===== config.mk =====
export PLATFORM = sky130hd
export DESIGN_NAME = core_uart_apb
export DESIGN_NICKNAME = d
export VERILOG_FILES = /design/src/rtl/core_uart_pkg.sv /design/src/rtl/core_uart_baud_gen.sv /design/src/rtl/core_uart_apb.sv
export SDC_FILE = /design/constraint.sdc
export NUM_CORES = 1
export LEC_CHECK = 0
export BUFFER_PORTS_ARGS = -buffer_cell sky130_fd_sc_hd__buf_2
export CORE_UTILIZATION = 50
export DETAILED_ROUTE_END_ITERATION = 7
export GPL_ROUTABILITY_DRIVEN = 0
export MAX_ROUTING_LAYER = met4
export PLACE_DENSITY = 0.68
export SYNTH_ARGS = -nofsm -noshare
export SYNTH_HDL_FRONTEND = slang
export SYNTH_SLANG_ARGS = --single-unit

===== constraint.sdc =====
create_clock -name PCLK -period 2.5 [get_ports PCLK]
set_input_delay 0.5 -clock PCLK [delete_from_list [all_inputs] [get_ports PCLK]]
set_output_delay 0.5 -clock PCLK [all_outputs]
set_load 0.005 [all_outputs]

===== src/rtl/core_uart_pkg.sv =====
// core_uart_pkg: register map, status bit positions, parity codes and frame states shared by the UART
package core_uart_pkg;
  localparam logic [4:0] ADDR_TXDATA = 5'h00;
  localparam logic [4:0] ADDR_RXDATA = 5'h04;
  localparam logic [4:0] ADDR_CTRL1  = 5'h08;
  localparam logic [4:0] ADDR_CTRL2  = 5'h0C;
  localparam logic [4:0] ADDR_STATUS = 5'h10;
  localparam logic [4:0] ADDR_CTRL3  = 5'h14;
  localparam int ST_TXRDY = 0;
  localparam int ST_RXRDY = 1;
  localparam int ST_PARITY = 2;
  localparam int ST_OVERFLOW = 3;
  localparam int ST_FRAMING = 4;
  localparam logic [1:0] PAR_NONE = 2'd0;
  localparam logic [1:0] PAR_EVEN = 2'd1;
  localparam logic [1:0] PAR_ODD  = 2'd2;
  typedef enum logic [2:0] {S_IDLE, S_START, S_DATA, S_PARITY, S_STOP} uart_state_e;
  function automatic logic frame_parity(input logic [7:0] d, input logic odd);
    return (^d) ^ odd;
  endfunction
endpackage


===== src/rtl/core_uart_baud_gen.sv =====
// core_uart_baud_gen: 16x oversampling tick from a 13-bit divisor with optional 1/8 fractional stretch
module core_uart_baud_gen (
  input  logic        clk,
  input  logic        rst_n,
  input  logic [12:0] divisor,
  input  logic [2:0]  frctn,
  input  logic        frctn_en,
  output logic        tick
);
  logic [12:0] cnt_q, cnt_d;
  logic [2:0] acc_q, acc_d;
  logic stretch_q, stretch_d, term;
  logic [3:0] sum;
  always_comb begin
    sum = {1'b0, acc_q} + {1'b0, frctn};
    term = cnt_q >= divisor;
    tick = term && !stretch_q;
    cnt_d = term ? (stretch_q ? cnt_q : 13'd0) : cnt_q + 13'd1;
    acc_d = tick && frctn_en ? sum[2:0] : acc_q;
    stretch_d = term ? (!stretch_q && frctn_en && sum[3]) : stretch_q;
  end
  always_ff @(posedge clk or negedge rst_n) begin
    if (!rst_n) begin
      cnt_q <= '0;
      acc_q <= '0;
      stretch_q <= 1'b0;
    end else begin
      cnt_q <= cnt_d;
      acc_q <= acc_d;
      stretch_q <= stretch_d;
    end
  end
endmodule


===== src/rtl/core_uart_apb.sv =====
// core_uart_apb: zero-wait APB3 UART with single TX/RX holding registers and programmable framing
module core_uart_apb
  import core_uart_pkg::*;
#(
  parameter int FAMILY = 17,
  parameter int TX_FIFO = 0,
  parameter int RX_FIFO = 0,
  parameter int FIXEDMODE = 0,
  parameter int BAUD_VALUE = 1,
  parameter int PRG_BIT8 = 0,
  parameter int PRG_PARITY = 0,
  parameter int RX_LEGACY_MODE = 0,
  parameter int BAUD_VAL_FRCTN = 0,
  parameter int BAUD_VAL_FRCTN_EN = 0
) (
  input  logic       PCLK,
  input  logic       PRESETN,
  input  logic       PSEL,
  input  logic       PENABLE,
  input  logic       PWRITE,
  input  logic [4:0] PADDR,
  input  logic [7:0] PWDATA,
  output logic [7:0] PRDATA,
  output logic       PREADY,
  output logic       PSLVERR,
  output logic       TXRDY,
  output logic       RXRDY,
  output logic       PARITY_ERR,
  output logic       FRAMING_ERR,
  output logic       OVERFLOW,
  input  logic       RX,
  output logic       TX
);
  localparam bit LEGACY = RX_LEGACY_MODE != 0;
  logic wr, rd_rx, tick, stop_hit, done, c_perr, c_ferr;
  logic [7:0] status;
  logic [12:0] baud_q, baud_d;
  logic [2:0] frctn_q, frctn_d;
  logic bit8_q, bit8_d, par_en_q, par_en_d, odd_q, odd_d;
  logic [7:0] hold_q, hold_d, tx_sh_q, tx_sh_d;
  logic txrdy_q, txrdy_d, tx_q, tx_d, tx_par_q, tx_par_d, tx_b8_q, tx_b8_d, tx_pen_q, tx_pen_d;
  uart_state_e tx_st_q, tx_st_d, rx_st_q, rx_st_d;
  logic [3:0] tx_cnt_q, tx_cnt_d, rx_cnt_q, rx_cnt_d, pcnt_q, pcnt_d;
  logic [2:0] tx_idx_q, tx_idx_d, rx_idx_q, rx_idx_d;
  logic rx_s1_q, rx_s2_q, rx_prev_q;
  logic [7:0] rx_sh_q, rx_sh_d, rx_data, pdat_q, pdat_d, rxdata_q, rxdata_d, c_data;
  logic rx_b8_q, rx_b8_d, rx_pen_q, rx_pen_d, rx_odd_q, rx_odd_d, rx_perr_q, rx_perr_d;
  logic pend_q, pend_d, pperr_q, pperr_d, pferr_q, pferr_d;
  logic rxrdy_q, rxrdy_d, perr_q, perr_d, ferr_q, ferr_d, ovf_q, ovf_d;
  core_uart_baud_gen u_baud (
    .clk(PCLK), .rst_n(PRESETN), .divisor(baud_q), .frctn(frctn_q),
    .frctn_en(BAUD_VAL_FRCTN_EN != 0), .tick(tick)
  );
  always_comb begin
    wr = PSEL & PENABLE & PWRITE;
    rd_rx = PSEL & PENABLE & ~PWRITE & (PADDR == ADDR_RXDATA);
    baud_d = baud_q;
    frctn_d = frctn_q;
    {odd_d, par_en_d, bit8_d} = {odd_q, par_en_q, bit8_q};
    if (wr && FIXEDMODE == 0) begin
      if (PADDR == ADDR_CTRL1) baud_d[7:0] = PWDATA;
      if (PADDR == ADDR_CTRL2) {baud_d[12:8], odd_d, par_en_d, bit8_d} = PWDATA;
      if (PADDR == ADDR_CTRL3) frctn_d = PWDATA[2:0];
    end
    status = '0;
    status[ST_TXRDY] = txrdy_q;
    status[ST_RXRDY] = rxrdy_q;
    status[ST_PARITY] = perr_q;
    status[ST_OVERFLOW] = ovf_q;
    status[ST_FRAMING] = ferr_q;
    PRDATA = PADDR == ADDR_RXDATA ? rxdata_q :
             PADDR == ADDR_CTRL1 ? baud_q[7:0] :
             PADDR == ADDR_CTRL2 ? {baud_q[12:8], odd_q, par_en_q, bit8_q} :
             PADDR == ADDR_STATUS ? status :
             PADDR == ADDR_CTRL3 ? {5'b0, frctn_q} : 8'h00;
  end
  // Framing options are captured at frame start so mid-frame control writes only affect the next frame.
  always_comb begin
    tx_st_d = tx_st_q;
    tx_cnt_d = tx_cnt_q;
    tx_idx_d = tx_idx_q;
    tx_sh_d = tx_sh_q;
    tx_par_d = tx_par_q;
    tx_b8_d = tx_b8_q;
    tx_pen_d = tx_pen_q;
    hold_d = hold_q;
    txrdy_d = txrdy_q;
    if (wr && PADDR == ADDR_TXDATA && txrdy_q) begin
      hold_d = PWDATA;
      txrdy_d = 1'b0;
    end
    if (tick) begin
      tx_cnt_d = tx_cnt_q + 4'd1;
      if (tx_st_q == S_IDLE) begin
        if (!txrdy_q) begin
          tx_st_d = S_START;
          tx_cnt_d = '0;
          tx_idx_d = '0;
          txrdy_d = 1'b1;
          tx_sh_d = bit8_q ? hold_q : {1'b0, hold_q[6:0]};
          tx_par_d = frame_parity(tx_sh_d, odd_q);
          tx_b8_d = bit8_q;
          tx_pen_d = par_en_q;
        end
      end else if (tx_cnt_q == 4'd15) begin
        case (tx_st_q)
          S_START: tx_st_d = S_DATA;
          S_DATA: begin
            tx_idx_d = tx_idx_q + 3'd1;
            if (tx_idx_q == (tx_b8_q ? 3'd7 : 3'd6)) tx_st_d = tx_pen_q ? S_PARITY : S_STOP;
            else tx_sh_d = tx_sh_q >> 1;
          end
          S_PARITY: tx_st_d = S_STOP;
          default: tx_st_d = S_IDLE;
        endcase
      end
    end
    tx_d = tx_st_d == S_START ? 1'b0 : tx_st_d == S_DATA ? tx_sh_d[0] :
           tx_st_d == S_PARITY ? tx_par_d : 1'b1;
  end
  // START checks at tick 8; every later sample is 16 ticks on, i.e. mid-bit.
  always_comb begin
    rx_st_d = rx_st_q;
    rx_cnt_d = rx_cnt_q;
    rx_idx_d = rx_idx_q;
    rx_sh_d = rx_sh_q;
    rx_b8_d = rx_b8_q;
    rx_pen_d = rx_pen_q;
    rx_odd_d = rx_odd_q;
    rx_perr_d = rx_perr_q;
    rx_data = rx_b8_q ? rx_sh_q : {1'b0, rx_sh_q[7:1]};
    stop_hit = 1'b0;
    if (rx_st_q == S_IDLE) begin
      if (rx_prev_q && !rx_s2_q) begin
        rx_st_d = S_START;
        rx_cnt_d = '0;
        rx_b8_d = bit8_q;
        rx_pen_d = par_en_q;
        rx_odd_d = odd_q;
      end
    end else if (tick) begin
      rx_cnt_d = rx_cnt_q + 4'd1;
      if (rx_cnt_q == (rx_st_q == S_START ? 4'd7 : 4'd15)) begin
        rx_cnt_d = '0;
        case (rx_st_q)
          S_START: begin
            rx_st_d = rx_s2_q ? S_IDLE : S_DATA;
            rx_idx_d = '0;
            rx_perr_d = 1'b0;
          end
          S_DATA: begin
            rx_sh_d = {rx_s2_q, rx_sh_q[7:1]};
            rx_idx_d = rx_idx_q + 3'd1;
            if (rx_idx_q == (rx_b8_q ? 3'd7 : 3'd6)) rx_st_d = rx_pen_q ? S_PARITY : S_STOP;
          end
          S_PARITY: begin
            rx_perr_d = rx_s2_q != frame_parity(rx_data, rx_odd_q);
            rx_st_d = S_STOP;
          end
          default: begin
            rx_st_d = S_IDLE;
            stop_hit = 1'b1;
          end
        endcase
      end
    end
  end
  // Legacy mode parks the finished frame for one more bit-time while the FSM is already free to hunt.
  always_comb begin
    pend_d = pend_q;
    pcnt_d = pend_q && tick ? pcnt_q + 4'd1 : pcnt_q;
    pdat_d = pdat_q;
    pperr_d = pperr_q;
    pferr_d = pferr_q;
    done = LEGACY ? pend_q && tick && pcnt_q == 4'd15 : stop_hit;
    c_data = LEGACY ? pdat_q : rx_data;
    c_perr = LEGACY ? pperr_q : rx_perr_q;
    c_ferr = LEGACY ? pferr_q : !rx_s2_q;
    if (done) pend_d = 1'b0;
    if (LEGACY && stop_hit) begin
      pend_d = 1'b1;
      pcnt_d = '0;
      pdat_d = rx_data;
      pperr_d = rx_perr_q;
      pferr_d = !rx_s2_q;
    end
    rxrdy_d = rxrdy_q & ~rd_rx;
    perr_d = perr_q & ~rd_rx;
    ferr_d = ferr_q & ~rd_rx;
    ovf_d = ovf_q & ~rd_rx;
    rxdata_d = rxdata_q;
    if (done) begin
      rxrdy_d = 1'b1;
      ovf_d = ovf_d | (rxrdy_q & ~rd_rx);
      perr_d = perr_d | c_perr;
      ferr_d = ferr_d | c_ferr;
      if (!rxrdy_q || rd_rx) rxdata_d = c_data;
    end
  end
  always_ff @(posedge PCLK or negedge PRESETN) begin
    if (!PRESETN) begin
      baud_q <= 13'(BAUD_VALUE);
      frctn_q <= 3'(BAUD_VAL_FRCTN);
      bit8_q <= PRG_BIT8 != 0;
      par_en_q <= 2'(PRG_PARITY) != PAR_NONE;
      odd_q <= 2'(PRG_PARITY) == PAR_ODD;
      hold_q <= '0;
      tx_sh_q <= '0;
      txrdy_q <= 1'b1;
      tx_q <= 1'b1;
      tx_par_q <= 1'b0;
      tx_b8_q <= 1'b0;
      tx_pen_q <= 1'b0;
      tx_st_q <= S_IDLE;
      tx_cnt_q <= '0;
      tx_idx_q <= '0;
      rx_st_q <= S_IDLE;
      rx_cnt_q <= '0;
      rx_idx_q <= '0;
      rx_s1_q <= 1'b1;
      rx_s2_q <= 1'b1;
      rx_prev_q <= 1'b1;
      rx_sh_q <= '0;
      rx_b8_q <= 1'b0;
      rx_pen_q <= 1'b0;
      rx_odd_q <= 1'b0;
      rx_perr_q <= 1'b0;
      pend_q <= 1'b0;
      pcnt_q <= '0;
      pdat_q <= '0;
      pperr_q <= 1'b0;
      pferr_q <= 1'b0;
      rxdata_q <= '0;
      rxrdy_q <= 1'b0;
      perr_q <= 1'b0;
      ferr_q <= 1'b0;
      ovf_q <= 1'b0;
    end else begin
      baud_q <= baud_d;
      frctn_q <= frctn_d;
      bit8_q <= bit8_d;
      par_en_q <= par_en_d;
      odd_q <= odd_d;
      hold_q <= hold_d;
      tx_sh_q <= tx_sh_d;
      txrdy_q <= txrdy_d;
      tx_q <= tx_d;
      tx_par_q <= tx_par_d;
      tx_b8_q <= tx_b8_d;
      tx_pen_q <= tx_pen_d;
      tx_st_q <= tx_st_d;
      tx_cnt_q <= tx_cnt_d;
      tx_idx_q <= tx_idx_d;
      rx_st_q <= rx_st_d;
      rx_cnt_q <= rx_cnt_d;
      rx_idx_q <= rx_idx_d;
      rx_s1_q <= RX;
      rx_s2_q <= rx_s1_q;
      rx_prev_q <= rx_s2_q;
      rx_sh_q <= rx_sh_d;
      rx_b8_q <= rx_b8_d;
      rx_pen_q <= rx_pen_d;
      rx_odd_q <= rx_odd_d;
      rx_perr_q <= rx_perr_d;
      pend_q <= pend_d;
      pcnt_q <= pcnt_d;
      pdat_q <= pdat_d;
      pperr_q <= pperr_d;
      pferr_q <= pferr_d;
      rxdata_q <= rxdata_d;
      rxrdy_q <= rxrdy_d;
      perr_q <= perr_d;
      ferr_q <= ferr_d;
      ovf_q <= ovf_d;
    end
  end
  assign PREADY = 1'b1;
  assign PSLVERR = 1'b0;
  assign TX = tx_q;
  assign TXRDY = txrdy_q;
  assign RXRDY = rxrdy_q;
  assign PARITY_ERR = perr_q;
  assign FRAMING_ERR = ferr_q;
  assign OVERFLOW = ovf_q;
endmodule


==> metrics.txt <==
Synth area leader=dfrtp_1; number of enable flip-flop cells after synthesis=0; worst-skew pair later-pin latency=0.36 ns; Critical Path End Type=flop; syn_area_per_cell=10.5 um^2; Hold/Removal Path Class=input pin to asynchronous set/reset pin; CP Max Fanout=21; ranking of synthesized cells by area=dfrtp_1, mux2_2, ha_1; prevailing post-synth register cell=dfrtp_1; diode count=0; Worst-Margin Slew=0.595 ns; die area=11000 um^2; Initial Utilization=51.5%; final hold viol count=0; Max transition margin=60.0%; CTS Root Cell=clkbuf_8; IO Pins=35; Die Ht=105 um; RSZ-0062 raised after global routing=false; layout cells sized above 1=22.3%; fin crit period=2.40 ns; Clock Skews=0.00958 ns; vias in the first global route=3864; fmax=417 MHz; ANT nets after route=0; Inst Count DP=666; Mapped Cells=505; reg2reg path depth=9; max_cap viols=0; number of antenna violations at the first check in global routing=0; RR Startpoint=baud_q[6]; vias=3893; number of CTS-inserted buffers=9; worst setup path startpoint=baud_q[6]; DRC=0; top-count cell post-synth=dfrtp_1; Yosys warning count=0; WS Path Type=flop to flop; wire per inst=16.6 um; Pleak=2.86 nW; hold slack=0.0351 ns; Pre-antenna DRT Iters=4; Mapped Nets=542; DR vias/cell=5.71; Yosys reg bits=100; worst path required time=2.76 ns; pwr/cell area=642 nW/um^2; final WL=11.3 mm; global-route wire length before repair=18.8 mm; status=completed; async set or reset register ratio after synthesis=100%; CP Launch Type=flop; DIE WIDTH=105 um; fin cells=682; final worst path period share=95.9%; IO Port Bufs=32; largest net degree at the start of global routing=37; Slew Viols, Final=0; GRT Total Usage=22.5%; Worst EP arrival=2.65 ns; Cell Rows=37; core area=10300 um^2; H-tree depth=3; Worst IR Drop VDD=0.000324 V; most common library cells after synthesis=dfrtp_1, nand2_1, mux2_2, nor2_1; Synth cell types=60; Clock Pin Slew Worst Setup and Hold Paths=0.09 ns; DRT iter0 DRCs=198; overflow left after global routing=0; total clock sinks=100; CTS tree=yes; mapped cell area=5300 um^2; Area growth syn-to-layout=11.2%; sequential fraction of the synthesis area=47.4%; Final HPWL DP=8.38 mm; Clock Path Buffers=2; fin nets=578; Final Setup Violations=0; Synth top area share=44.4%; TNS Setup=0 ns
what timing repair did:
item	4_1_cts	5_1_grt
hold buffers	0	0
buffers inserted	0	0
setup endpoints to repair	3	3
pin swaps	0	0
gates resized for setup	1	2
area by class of cell:
cell class	count	area, um^2
Tap cell	136	170
Multi-Input combinational cell	360	2610
Sequential cell	100	2510
Timing Repair Buffer	46	293
Fill cell	891	4390
Inverter	24	90.1
Clock buffer	11	141
Clock inverter	5	75.1
cells by family (layout without fill, tap and decap cells):
logic type | Yosys count | after routing | share of synthesized area [%]
AOI/OAI and AO/OA | 92 | 92 | 12.3
xor gates and xnor gates | 32 | 32 | 5.29
adders and majority gates | 18 | 18 | 4.25
buffers and inverters | 45 | 86 | 3.59
DFF | 100 | 100 | 47.4
muxes | 60 | 60 | 12.4
other | 2 | 2 | 0.142
and+or+nand+nor | 156 | 156 | 14.7
layer usage:
| metal | up-vias | GRT usage, % | wire (um) |
|---|---|---|---|
| met5 | - | - | 0 |
| met4 | 0 | 6.94 | 108 |
| met3 | 7 | 3.31 | 480 |
| met2 | 95 | 35.7 | 5390 |
| met1 | 1931 | 30.0 | 5320 |
| li1 | 1860 | - | - |
per-stage QoR:
stage,total power [mW],area (um^2),util [%],setup WS [ns]
after floorplan,2.44,5300,-,0.353
after global placement,2.64,5660,55.1,0.115
after detailed placement,2.67,5660,55.1,-0.00861
after CTS,3.81,5880,57.2,0.0797
after global routing,3.98,5890,57.3,0.00317
final,3.78,5890,57.3,0.103
final timing paths:
check | end | slack [ns]
min reg2reg | rx_s2_q | 0.36
min in group PCLK | rx_s1_q | 0.23
max reg2reg | tx_b8_q | 0.10
min | tx_cnt_q[3] | 0.04
max in group asynchronous | frctn_q[2] | 1.82
max | tx_b8_q | 0.10
power by group:
part | internal (mW) | total [mW] | switching, mW
combinational | 0.341 | 0.707 | 0.366
sequential | 1.76 | 1.94 | 0.180
clock | 0.587 | 1.13 | 0.547
total | 2.69 | 3.78 | 1.09
placed cells by master (no fill, tap or decap), types with 6 or more instances in the layout:
cell type / count
dfrtp_1: 94
nand2_1: 46
mux2_2: 43
nor2_1: 40
buf_2: 31
inv_1: 24
o21ai_0: 24
xnor2_1: 23
nand3_1: 18
ha_1: 18
mux2i_1: 17
a21oi_1: 14
buf_4: 13
clkbuf_8: 10
and3_1: 9
xor2_1: 9
a22oi_1: 9
nor3_1: 8
o2bb2ai_1: 8
dfstp_2: 6
nand4_1: 6
and2_1: 6
flip-flops by register name, summed over array words and instances (netlist names), 4 cells and up:
signal,flops
rx_sh_q,8
u_baud.cnt_q,13
baud_q,13
hold_q,8
rx_cnt_q,4
tx_sh_q,8
tx_cnt_q,4
rxdata_q,8
worst max-delay path, cell delays in order (launching register included):
cell	delay (ns)
dfrtp_1	0.38
inv_1	0.07
ha_1	0.31
a21o_1	0.16
a21o_1	0.17
a21oi_1	0.28
o221ai_2	0.18
buf_12	0.19
nand2_1	0.18
mux2_2	0.35
(Power assumes the default switching activity.)
